$ cat src/rtl/display_pkg.sv
// rtl/display_pkg.sv - shared state encoding, digit counts and BCD helper for the display path
package display_pkg;

    localparam logic [1:0] IDLE = 2'd0;
    localparam logic [1:0] CONV = 2'd1;
    localparam logic [1:0] LOAD = 2'd2;

    localparam int BCD_DIGITS      = 4;
    localparam int SCRATCH_DIGITS  = 5;
    localparam int MAX_BCD_DEFAULT = 9999;

    // Elaboration-time conversion of a small integer to packed BCD digits.
    function automatic logic [15:0] bin_to_bcd16(input int unsigned v);
        logic [15:0] r;
        int unsigned x;
        r = '0;
        x = v;
        for (int i = 0; i < BCD_DIGITS; i++) begin
            r[4*i +: 4] = 4'(x % 10);
            x = x / 10;
        end
        return r;
    endfunction

endpackage

$ cat src/rtl/bcd_digit_adjust.sv
// rtl/bcd_digit_adjust.sv - double-dabble per-digit add-3-if-at-least-5 correction
module bcd_digit_adjust (
    input  logic [3:0] digit_i,
    output logic [3:0] digit_o
);

    assign digit_o = (digit_i >= 4'd5) ? digit_i + 4'd3 : digit_i;

endmodule

$ cat src/rtl/result_bcd_formatter.sv
// rtl/result_bcd_formatter.sv - captures score/class, converts score to BCD, drives display F/Q
module result_bcd_formatter
    import display_pkg::*;
#(
    parameter int WIDTH       = 16,
    parameter int DISPLAY_HEX = 0,
    parameter int MAX_BCD     = MAX_BCD_DEFAULT
) (
    input  logic             clk,
    input  logic             rst,
    input  logic             in_valid,
    output logic             in_ready,
    input  logic [WIDTH-1:0] in_value,
    input  logic [3:0]       in_class,
    output logic [15:0]      F,
    output logic [3:0]       Q,
    output logic             ovf,
    output logic             busy
);

    localparam int              CW     = $clog2(WIDTH + 1);
    localparam int              SW     = 4 * SCRATCH_DIGITS;
    localparam logic [CW-1:0]   LAST   = CW'(WIDTH);
    localparam logic [15:0]     SAT_F  = bin_to_bcd16(MAX_BCD);
    localparam logic [31:0]     MAX_U  = 32'(MAX_BCD);

    logic [1:0]          state_q, state_d;
    logic [WIDTH-1:0]    shift_q, shift_d;
    logic [SW-1:0]       scratch_q, scratch_d;
    logic [CW-1:0]       cnt_q, cnt_d;
    logic                sat_q, sat_d;
    logic [3:0]          cls_q, cls_d;
    logic [15:0]         f_q, f_d;
    logic [3:0]          q_q, q_d;
    logic                ovf_q, ovf_d;

    logic                xfer;
    logic [SW-1:0]       adj;
    logic [SW+WIDTH-1:0] cat_shifted;

    assign xfer = in_valid && in_ready;

    for (genvar g = 0; g < SCRATCH_DIGITS; g++) begin : g_adj
        bcd_digit_adjust u_adj (
            .digit_i (scratch_q[4*g +: 4]),
            .digit_o (adj[4*g +: 4])
        );
    end

    // Scratch and score shift as one long register so the score MSB feeds the ones digit.
    assign cat_shifted = {adj, shift_q} << 1;

    always_ff @(posedge clk or posedge rst) begin
        if (rst) begin
            state_q <= IDLE;
        end else begin
            state_q <= state_d;
        end
    end

    always_comb begin
        state_d = state_q;
        case (state_q)
            IDLE:    if (xfer) state_d = (DISPLAY_HEX != 0) ? LOAD : CONV;
            CONV:    if (cnt_d == LAST) state_d = LOAD;
            LOAD:    state_d = IDLE;
            default: state_d = IDLE;
        endcase
    end

    always_comb begin
        in_ready = (state_q == IDLE) && !rst;
        busy     = (state_q == CONV) || (state_q == LOAD);
    end

    always_comb begin
        shift_d   = shift_q;
        scratch_d = scratch_q;
        cnt_d     = cnt_q;
        sat_d     = sat_q;
        cls_d     = cls_q;
        f_d       = f_q;
        q_d       = q_q;
        ovf_d     = ovf_q;
        if (xfer) begin
            shift_d   = in_value;
            scratch_d = '0;
            cnt_d     = '0;
            sat_d     = 32'(in_value) > MAX_U;
            cls_d     = in_class;
        end else if (state_q == CONV) begin
            scratch_d = cat_shifted[SW+WIDTH-1:WIDTH];
            shift_d   = cat_shifted[WIDTH-1:0];
            cnt_d     = cnt_q + 1'b1;
        end else if (state_q == LOAD) begin
            if (DISPLAY_HEX != 0) begin
                f_d   = 16'(shift_q);
                ovf_d = 1'b0;
            end else begin
                f_d   = sat_q ? SAT_F : scratch_q[15:0];
                ovf_d = sat_q;
            end
            q_d = cls_q;
        end
    end

    always_ff @(posedge clk or posedge rst) begin
        if (rst) begin
            shift_q   <= '0;
            scratch_q <= '0;
            cnt_q     <= '0;
            sat_q     <= 1'b0;
            cls_q     <= 4'd0;
            f_q       <= 16'd0;
            q_q       <= 4'd0;
            ovf_q     <= 1'b0;
        end else begin
            shift_q   <= shift_d;
            scratch_q <= scratch_d;
            cnt_q     <= cnt_d;
            sat_q     <= sat_d;
            cls_q     <= cls_d;
            f_q       <= f_d;
            q_q       <= q_d;
            ovf_q     <= ovf_d;
        end
    end

    assign F   = f_q;
    assign Q   = q_q;
    assign ovf = ovf_q;

endmodule
$ cat config.mk
export PLATFORM = sky130hd
export DESIGN_NAME = result_bcd_formatter
export DESIGN_NICKNAME = d
export VERILOG_FILES = /design/src/rtl/display_pkg.sv /design/src/rtl/bcd_digit_adjust.sv /design/src/rtl/result_bcd_formatter.sv
export SDC_FILE = /design/constraint.sdc
export NUM_CORES = 1
export LEC_CHECK = 0
export ABC_AREA = 1
export CAP_MARGIN = 20
export CELL_PAD_IN_SITES_DETAIL_PLACEMENT = 1
export CELL_PAD_IN_SITES_GLOBAL_PLACEMENT = 1
export CORE_MARGIN = 2
export CORE_UTILIZATION = 37
export CTS_CLUSTER_DIAMETER = 80
export CTS_CLUSTER_SIZE = 30
export DETAILED_ROUTE_END_ITERATION = 10
export GPL_TIMING_DRIVEN = 0
export PLACE_DENSITY_LB_ADDON = 0.1
export REMOVE_ABC_BUFFERS = 1
export SYNTH_ARGS = -nofsm -noshare
export SYNTH_HDL_FRONTEND = slang
export SYNTH_SLANG_ARGS = --single-unit
$ cat constraint.sdc
create_clock -name clk -period 1.55 [get_ports clk]
set_input_delay 0.465 -clock clk [delete_from_list [all_inputs] [get_ports clk]]
set_output_delay 0.465 -clock clk [all_outputs]
set_load 0.02 [all_outputs]
# Word level (Yosys, flattened, before mapping)
# Cells that the tools add are included.
[totals] regBits=69 inputBits=23 output_inout_bits=23 word_cells=51
[op_classes] n_addsub=6 magnitude_cmp=6 eq_ne=5 mux=15 bitwise_logic=2 n_reduce_logical=8
[op_table] op="$mux W16" n=3
[op_table] op="$mux W20" n=2
[op_table] op="$ge A4 B3 Y1 const B" n=5
[op_table] op="$add A4 B2 Y4 const B" n=4
[op_table] op="$gt A16 B14 Y1 const B" n=1
[op_table] op="$mux W4" n=4
[op_table] op="$mux W5" n=2
[op_table] op="$add A5 B1 Y5 const B" n=1
[op_table] op="$eq A5 B5 Y1 const B" n=1
[op_table] op="$mux W2" n=2
[op_table] op="$ne A2 B2 Y1 const B" n=2
[op_table] op="$pmux W2 S2" n=1
[op_table] op="$add A3 B2 Y3 const B" n=1
[op_table] op="$mux W3" n=1
[op_table] op="$reduce_and A3 Y1" n=1
[op_table] op="$eq A2 B1 Y1 const B" n=1
[op_table] op="$eq A2 B2 Y1 const B" n=1
[op_table] op="$logic_and A1 B1 Y1" n=2
[op_table] op="$logic_not A2 Y1" n=1
[op_table] op="$not A1 Y1" n=2
[op_table] op="$reduce_and A2 Y1" n=1
[op_table] op="$reduce_bool A2 Y1" n=1
[op_table] op="$logic_not A1 Y1" n=1
[op_table] op="$logic_or A1 B1 Y1" n=1

# Logic depth before layout (Yosys ltp)
# Gate-level depths: netlist (run 1).
[logic_depth] word_depth=7 ltp_mapped=14 depth_no_buf=13

# Modules after synthesis
# Synthesis (run 1) repeated with hierarchy kept, for this count alone.
[hier_totals] cells_unflattened=414 area_unflattened_um2=3442.1
[by_module_without_submodules] mod="result_bcd_formatter" n_inst=1 cells_each=322 area_per_inst_um2=2901.5 seq_area_each_um2=1626.6
[by_module_without_submodules] mod="bcd_digit_adjust" n_inst=4 cells_each=23 area_per_inst_um2=135.1 seq_area_each_um2=0.0

# Least setup slack after synthesis (run 1)
# No wires, ideal clock.
[synth_timing] kind="input port to flip-flop" from="in rst" to="reg state_q[0]" setup_time_ps=117 arrival_ps=2077 required_ps=1433 setup_slack_ps=-643 cell_stages=11 n_path_buf=1 path_cell_list="inv_2 > nand3_2 > buf_6 > nand2_2 > nand2_2 > nor2_2 > nand3_1 > nand2_2 > nand2_2 > nand2_1 > nand2_1"
[synth_between] elab_chain_cells=7 elab_cells_between_ends=8 classes_between="eq/ne (3); mux (1); reduce/logical (4)"
[synth_lines] element="start, declared" line_no="result_bcd_formatter.sv:10" rtl="input logic rst,"
[synth_lines] element="$logic_not A1 Y1 (no line) (*)"
[synth_lines] element="$logic_and A1 B1 Y1 (*)" line_no="result_bcd_formatter.sv:72" rtl="in_ready = (state_q == IDLE) && !rst;"
[synth_lines] element="$logic_and A1 B1 Y1 (*)" line_no="result_bcd_formatter.sv:41" rtl="assign xfer = in_valid && in_ready;"
[synth_lines] element="$mux W5" line_no="result_bcd_formatter.sv:85" rtl="if (xfer) begin"
[synth_lines] element="$eq A5 B5 Y1" line_no="result_bcd_formatter.sv:65" rtl="CONV: if (cnt_d == LAST) state_d = LOAD;"
[synth_lines] element="$ne A2 B2 Y1 (no line)"
[synth_lines] element="$reduce_and A2 Y1 (no line) (*)"
[synth_lines] element="end signal, assigned" line_no="result_bcd_formatter.sv:57" rtl="state_q <= state_d;"
[synth_lines] element="end, declared" line_no="result_bcd_formatter.sv:27" rtl="logic [1:0] state_q, state_d;"
# Every way passes the cells marked *; elsewhere a longest branch is shown, timed or not.
# A chain may end at the register's enable or synchronous reset.

# Worst setup path in the final report (run 1)
[layout_timing] from="reg state_q[0]" to="reg shift_q[12]"
[layout_between] elab_chain_cells=4 elab_cells_between_ends=6 classes_between="eq/ne (1); mux (1); reduce/logical (4)"
[layout_lines] element="$logic_not A2 Y1" line_no="result_bcd_formatter.sv:72"
[layout_lines] element="$logic_and A1 B1 Y1" line_no="result_bcd_formatter.sv:72"
[layout_lines] element="$logic_and A1 B1 Y1" line_no="result_bcd_formatter.sv:41"
[layout_lines] element="$mux W16 / $reduce_bool A2 Y1 (equally long branches)"
[layout_lines] element="end signal, assigned" line_no="result_bcd_formatter.sv:118" rtl="shift_q <= shift_d;"
[layout_lines] element="end, declared" line_no="result_bcd_formatter.sv:28" rtl="logic [WIDTH-1:0] shift_q, shift_d;"
# Several ways; a longest one is shown, not always the timed one.

==> results of run 1 <==
[synth_stat cells]
cell / count / area (µm²)
sky130_fd_sc_hd__o221ai_2: 1 / 15.0
sky130_fd_sc_hd__nor2_2: 2 / 12.5
sky130_fd_sc_hd__clkbuf_2: 1 / 5.00
sky130_fd_sc_hd__o221ai_1: 7 / 61.3
sky130_fd_sc_hd__o32ai_1: 1 / 8.76
sky130_fd_sc_hd__nand2_4: 1 / 11.3
sky130_fd_sc_hd__a21boi_0: 1 / 7.51
sky130_fd_sc_hd__o211ai_1: 8 / 60.1
sky130_fd_sc_hd__dfrtp_1: 65 / 1630
sky130_fd_sc_hd__ha_1: 14 / 175
sky130_fd_sc_hd__or2_2: 2 / 12.5
sky130_fd_sc_hd__clkbuf_1: 5 / 18.8
sky130_fd_sc_hd__inv_2: 1 / 3.75
sky130_fd_sc_hd__clkinv_1: 1 / 3.75
sky130_fd_sc_hd__buf_2: 2 / 10.0
sky130_fd_sc_hd__nand2_2: 5 / 31.3
sky130_fd_sc_hd__nor2_1: 8 / 30.0
sky130_fd_sc_hd__o22ai_1: 4 / 25.0
sky130_fd_sc_hd__nor2_4: 1 / 11.3
sky130_fd_sc_hd__o21ai_0: 35 / 175
sky130_fd_sc_hd__buf_4: 1 / 7.51
sky130_fd_sc_hd__nand3_2: 2 / 20.0
sky130_fd_sc_hd__a21oi_1: 11 / 55.1
sky130_fd_sc_hd__nand3_1: 17 / 85.1
sky130_fd_sc_hd__nand4_1: 4 / 25.0
sky130_fd_sc_hd__xor2_1: 1 / 8.76
sky130_fd_sc_hd__nand2_1: 110 / 413
sky130_fd_sc_hd__nor3_1: 1 / 5.00
sky130_fd_sc_hd__o21bai_1: 1 / 7.51
sky130_fd_sc_hd__inv_1: 44 / 165
sky130_fd_sc_hd__buf_6: 4 / 45.0
[routing by layer]
layer	share of wire, %	routed length (µm)	vias to the layer above	track usage (%)
met3	2.7	272	16	4.39
li1	-	-	1364	-
met2	53	5310	57	38.9
met4	2.0	199	0	7.86
met1	43	4320	1418	25.7
met5	0	0	-	0
[metrics by stage]
| step | std cells | hold WS [ns] | area, µm² |
|---|---|---|---|
| after floorplan | 348 | 0.446 | 3060 |
| after global placement | 498 | 0.457 | 3640 |
| after detailed placement | 498 | 0.463 | 3640 |
| after CTS | 550 | 0.266 | 4320 |
| after global routing | 563 | 0.300 | 4650 |
| final | 563 | 0.297 | 4650 |
[cells by family after synthesis]
logic type                 Yosys count  share of synthesized area, %
xor gates and xnor gates             1                         0.279
DFF                                 65                          51.8
adders and majority gates           14                          5.58
and+or+nand+nor                    153                          20.9
buffers and inverters               59                          8.24
AOI/OAI and AO/OA                   69                          13.2
[flip-flops by register name, indices dropped and copies added (netlist names)]
register / count
shift_q: 16
F: 16
state_q: 2
Q: 4
scratch_q: 16
sat_q: 1
ovf: 1
cls_q: 4
cnt_q: 5
[report_power, final]
group          internal [W]  switching, W
clock              0.000776      0.000701
sequential          0.00226      0.000390
combinational       0.00193       0.00258
[how the worst max path moves through the flow]
stage	endpoint	slack, ns	cells past startpoint
floorplan	shift_q[11]$_DFFE_PP0P_	-1.28	6
global placement	shift_q[11]$_DFFE_PP0P_	-3.13	7
detailed placement	shift_q[6]$_DFFE_PP0P_	-2.49	7
CTS	in_ready	-0.14	5
global route	state_q[0]$_DFFE_PP0P_	-0.31	14
finish	shift_q[12]$_DFFE_PP0P_	-0.24	10
[worst reg2reg max path: stages, from the launching register on]
cell and delay [ns]:
sky130_fd_sc_hd__dfrtp_2 0.43, sky130_fd_sc_hd__inv_4 0.08, sky130_fd_sc_hd__ha_4 0.15, sky130_fd_sc_hd__buf_6 0.11, sky130_fd_sc_hd__nand3_4 0.13, sky130_fd_sc_hd__buf_12 0.19
sky130_fd_sc_hd__nand2_8 0.07, sky130_fd_sc_hd__clkinvlp_4 0.12, sky130_fd_sc_hd__buf_6 0.17, sky130_fd_sc_hd__nand2_4 0.06, sky130_fd_sc_hd__o211ai_1 0.13
[timing repair]
action / in CTS / in global routing
cloned: 7 / 1
pin swaps: 10 / 15
buffers inserted: 29 / 14
resized for setup: 98 / 78
endpoints found under the setup margin: 88 / 72
[final cells by class]
cell class	instances	share of cell area (%)
flip-flops and latches	65	35.0
clock buffers	10	2.96
well taps	105	2.83
repair buffers	87	18.1
clock inverters	6	1.24
multi-input cells	241	34.6
inverters	46	4.68
repair inverters	3	0.539
==> summary.md, run 1 <==
| Metric | Value |
|---|---|
| Final clock period utilization by the worst path | `115%` |
| Violated checks | `setup timing` |
| Number of antenna violations at the first check in global routing | `0` |
| Setup Viol. Count Final | `34` |
| Remaining routing DRC violations | `0` |
| Top library cells by usage in the layout, fill and taps aside | `sky130_fd_sc_hd__nand2_1, sky130_fd_sc_hd__dfrtp_1, sky130_fd_sc_hd__inv_1` |
| Cell area after synthesis | `between 3000 and 4000 µm²` |
| Sum of buffers and inverters on the critical path | `5` |
| Highest ir drop seen on vdd | `a little over 800 µV` |
| Total track usage | `between 20% and 30%` |
| Fin Clk Skew | `0.0107 ns` |
| Most common library cell in the layout ignoring fill and taps | `sky130_fd_sc_hd__nand2_1` |
| Sequential area share after synthesis | `51.8%` |
| Area growth from synthesis to layout | `47.9%` |
| CTS tree | `yes` |
| Number of storage elements in the synthesis netlist | `65` |
| Relative slew margins | `71.9%` |
| Synthesis warning total | `0` |
| Endpoint required time on the critical path | `between 1.5 and 2 ns` |
| Post-synthesis instance total | `361` |
| Initial standard-cell utilization of the core | `between 30% and 40%` |
| Via/cell ratio | `~5.1` |
| RSZ-0062 raised after global routing | `true` |
| Timing startpoint of the critical path | `state_q[0]$_DFFE_PP0P_` |
| Final ANT Viol Nets | `0` |
| Placement-stage worst setup slack | `-2.49 ns` |
| Utilization of the core after routing | `a little under three fifths` |
| I/O Pins | `46` |
| Category of the worst setup path launch point | `flip-flop` |
| HPWL after detailed placement | `around 4.9 mm` |
| Total power | `0.00864 W` |
| Wirelength per Cell | `18.0 µm` |
| Maximum number of pins on one net before global-route repair | `34` |
| Pre-antenna DRT Iters | `4` |
| Result of the run | `finished, violations left` |
| Critical path data arrival time | `approximately 2.0 ns` |
| Critical-path maximum fanout | `5` |
| Shortest clock period the worst path allows after layout | `between 1.5 and 2 ns` |
| Die width | `a little under 100 µm` |
| Post-layout nets | `490` |
| Vias in the first global route | `2,912` |
| Layout cell share with drive strength beyond 1 | `about a third` |
| Number of clock buffers inserted by TritonCTS | `9` |
| Sequential cell area in the final layout | `around 1600 µm²` |
| Overflow left after global routing | `0` |
| Synthesized area per cell | `between 8 and 9 µm²` |
| Multi-input combinational cell area | `1610 µm²` |
| Slew @ Worst Pin | `between 0.4 and 0.5 ns` |
| Initial drt markers | `around 130` |
| Num Clock Sinks | `65` |
| # fillers | `about 920` |
| Buffer depth of the longest clock path | `2` |
| Number of cells on the worst reg-to-reg path | `10` |
| Height of the die | `approximately 96 µm` |
| Worst-case register-to-register setup slack | `-0.24 ns` |
| N_diodes | `0` |
| Via count | `about 2,900` |
| Clock transition time at the flip-flop clock pins of the worst setup and hold paths | `around 0.080 ns` |
| Global-route wire length before repair | `14.8 mm` |
| Final sum of negative setup slack | `-3.45 ns` |
| Leakage power figure | `around 2.2 nW` |
| Most prevalent standard cell on the critical path | `sky130_fd_sc_hd__buf_6` |
| Site row count | `33` |
| Routability cong. | `a little under 0.8` |
| Crit Path Category | `reg2reg` |
| Number of hold buffers added after CTS | `0` |
| Post-detailed-routing wire length | `10.1 mm` |
| Standard cell with the maximum stage delay on the critical path | `sky130_fd_sc_hd__dfrtp_2` |
| Core box area | `between 8000 and 9000 µm²` |
| Capture instance of the worst register-to-register path | `shift_q[12]$_DFFE_PP0P_` |
| Final Hold Fails | `0` |
| Die Footprint | `9240 µm²` |
| Crit path setup slack, layout | `-0.238 ns` |
| Power density relative to cell area | `1860 nW/µm²` |
| Max Fclk | `559 MHz` |
| Port Buf Inserts | `45` |
| Worst-path cell chain | `inv_4, ha_4, buf_6, nand3_4, buf_12, nand2_8, clkinvlp_4, buf_6, nand2_4, o211ai_1` |
| CP peak stage delay | `between 0.4 and 0.5 ns` |
| Tightest Hold Check Type | `in2async` |
| Buffer type at the clock tree root | `sky130_fd_sc_hd__clkbuf_8` |
| Startpoint of the worst register-to-register path | `state_q[0]$_DFFE_PP0P_` |
| Max-cap violations | `0` |
| CTS H-Tree Depth | `3` |
| Clock Latency Late Sink | `roughly 0.35 ns` |
| Element type at the critical path end | `flip-flop` |
| Crit path max-delay family | `buffers and inverters` |
| Count of unique library cells instantiated by Yosys | `31` |
| Number of slew-limit violations in the final report | `0` |
No activity file was read; power rests on OpenSTA's default activity.
==> run 2: changes to the inputs <==
CAP_MARGIN = not set   (was 20)
==> results of run 2 <==
Same layout as run 1: the final DEF is identical, and so are final timing and power.
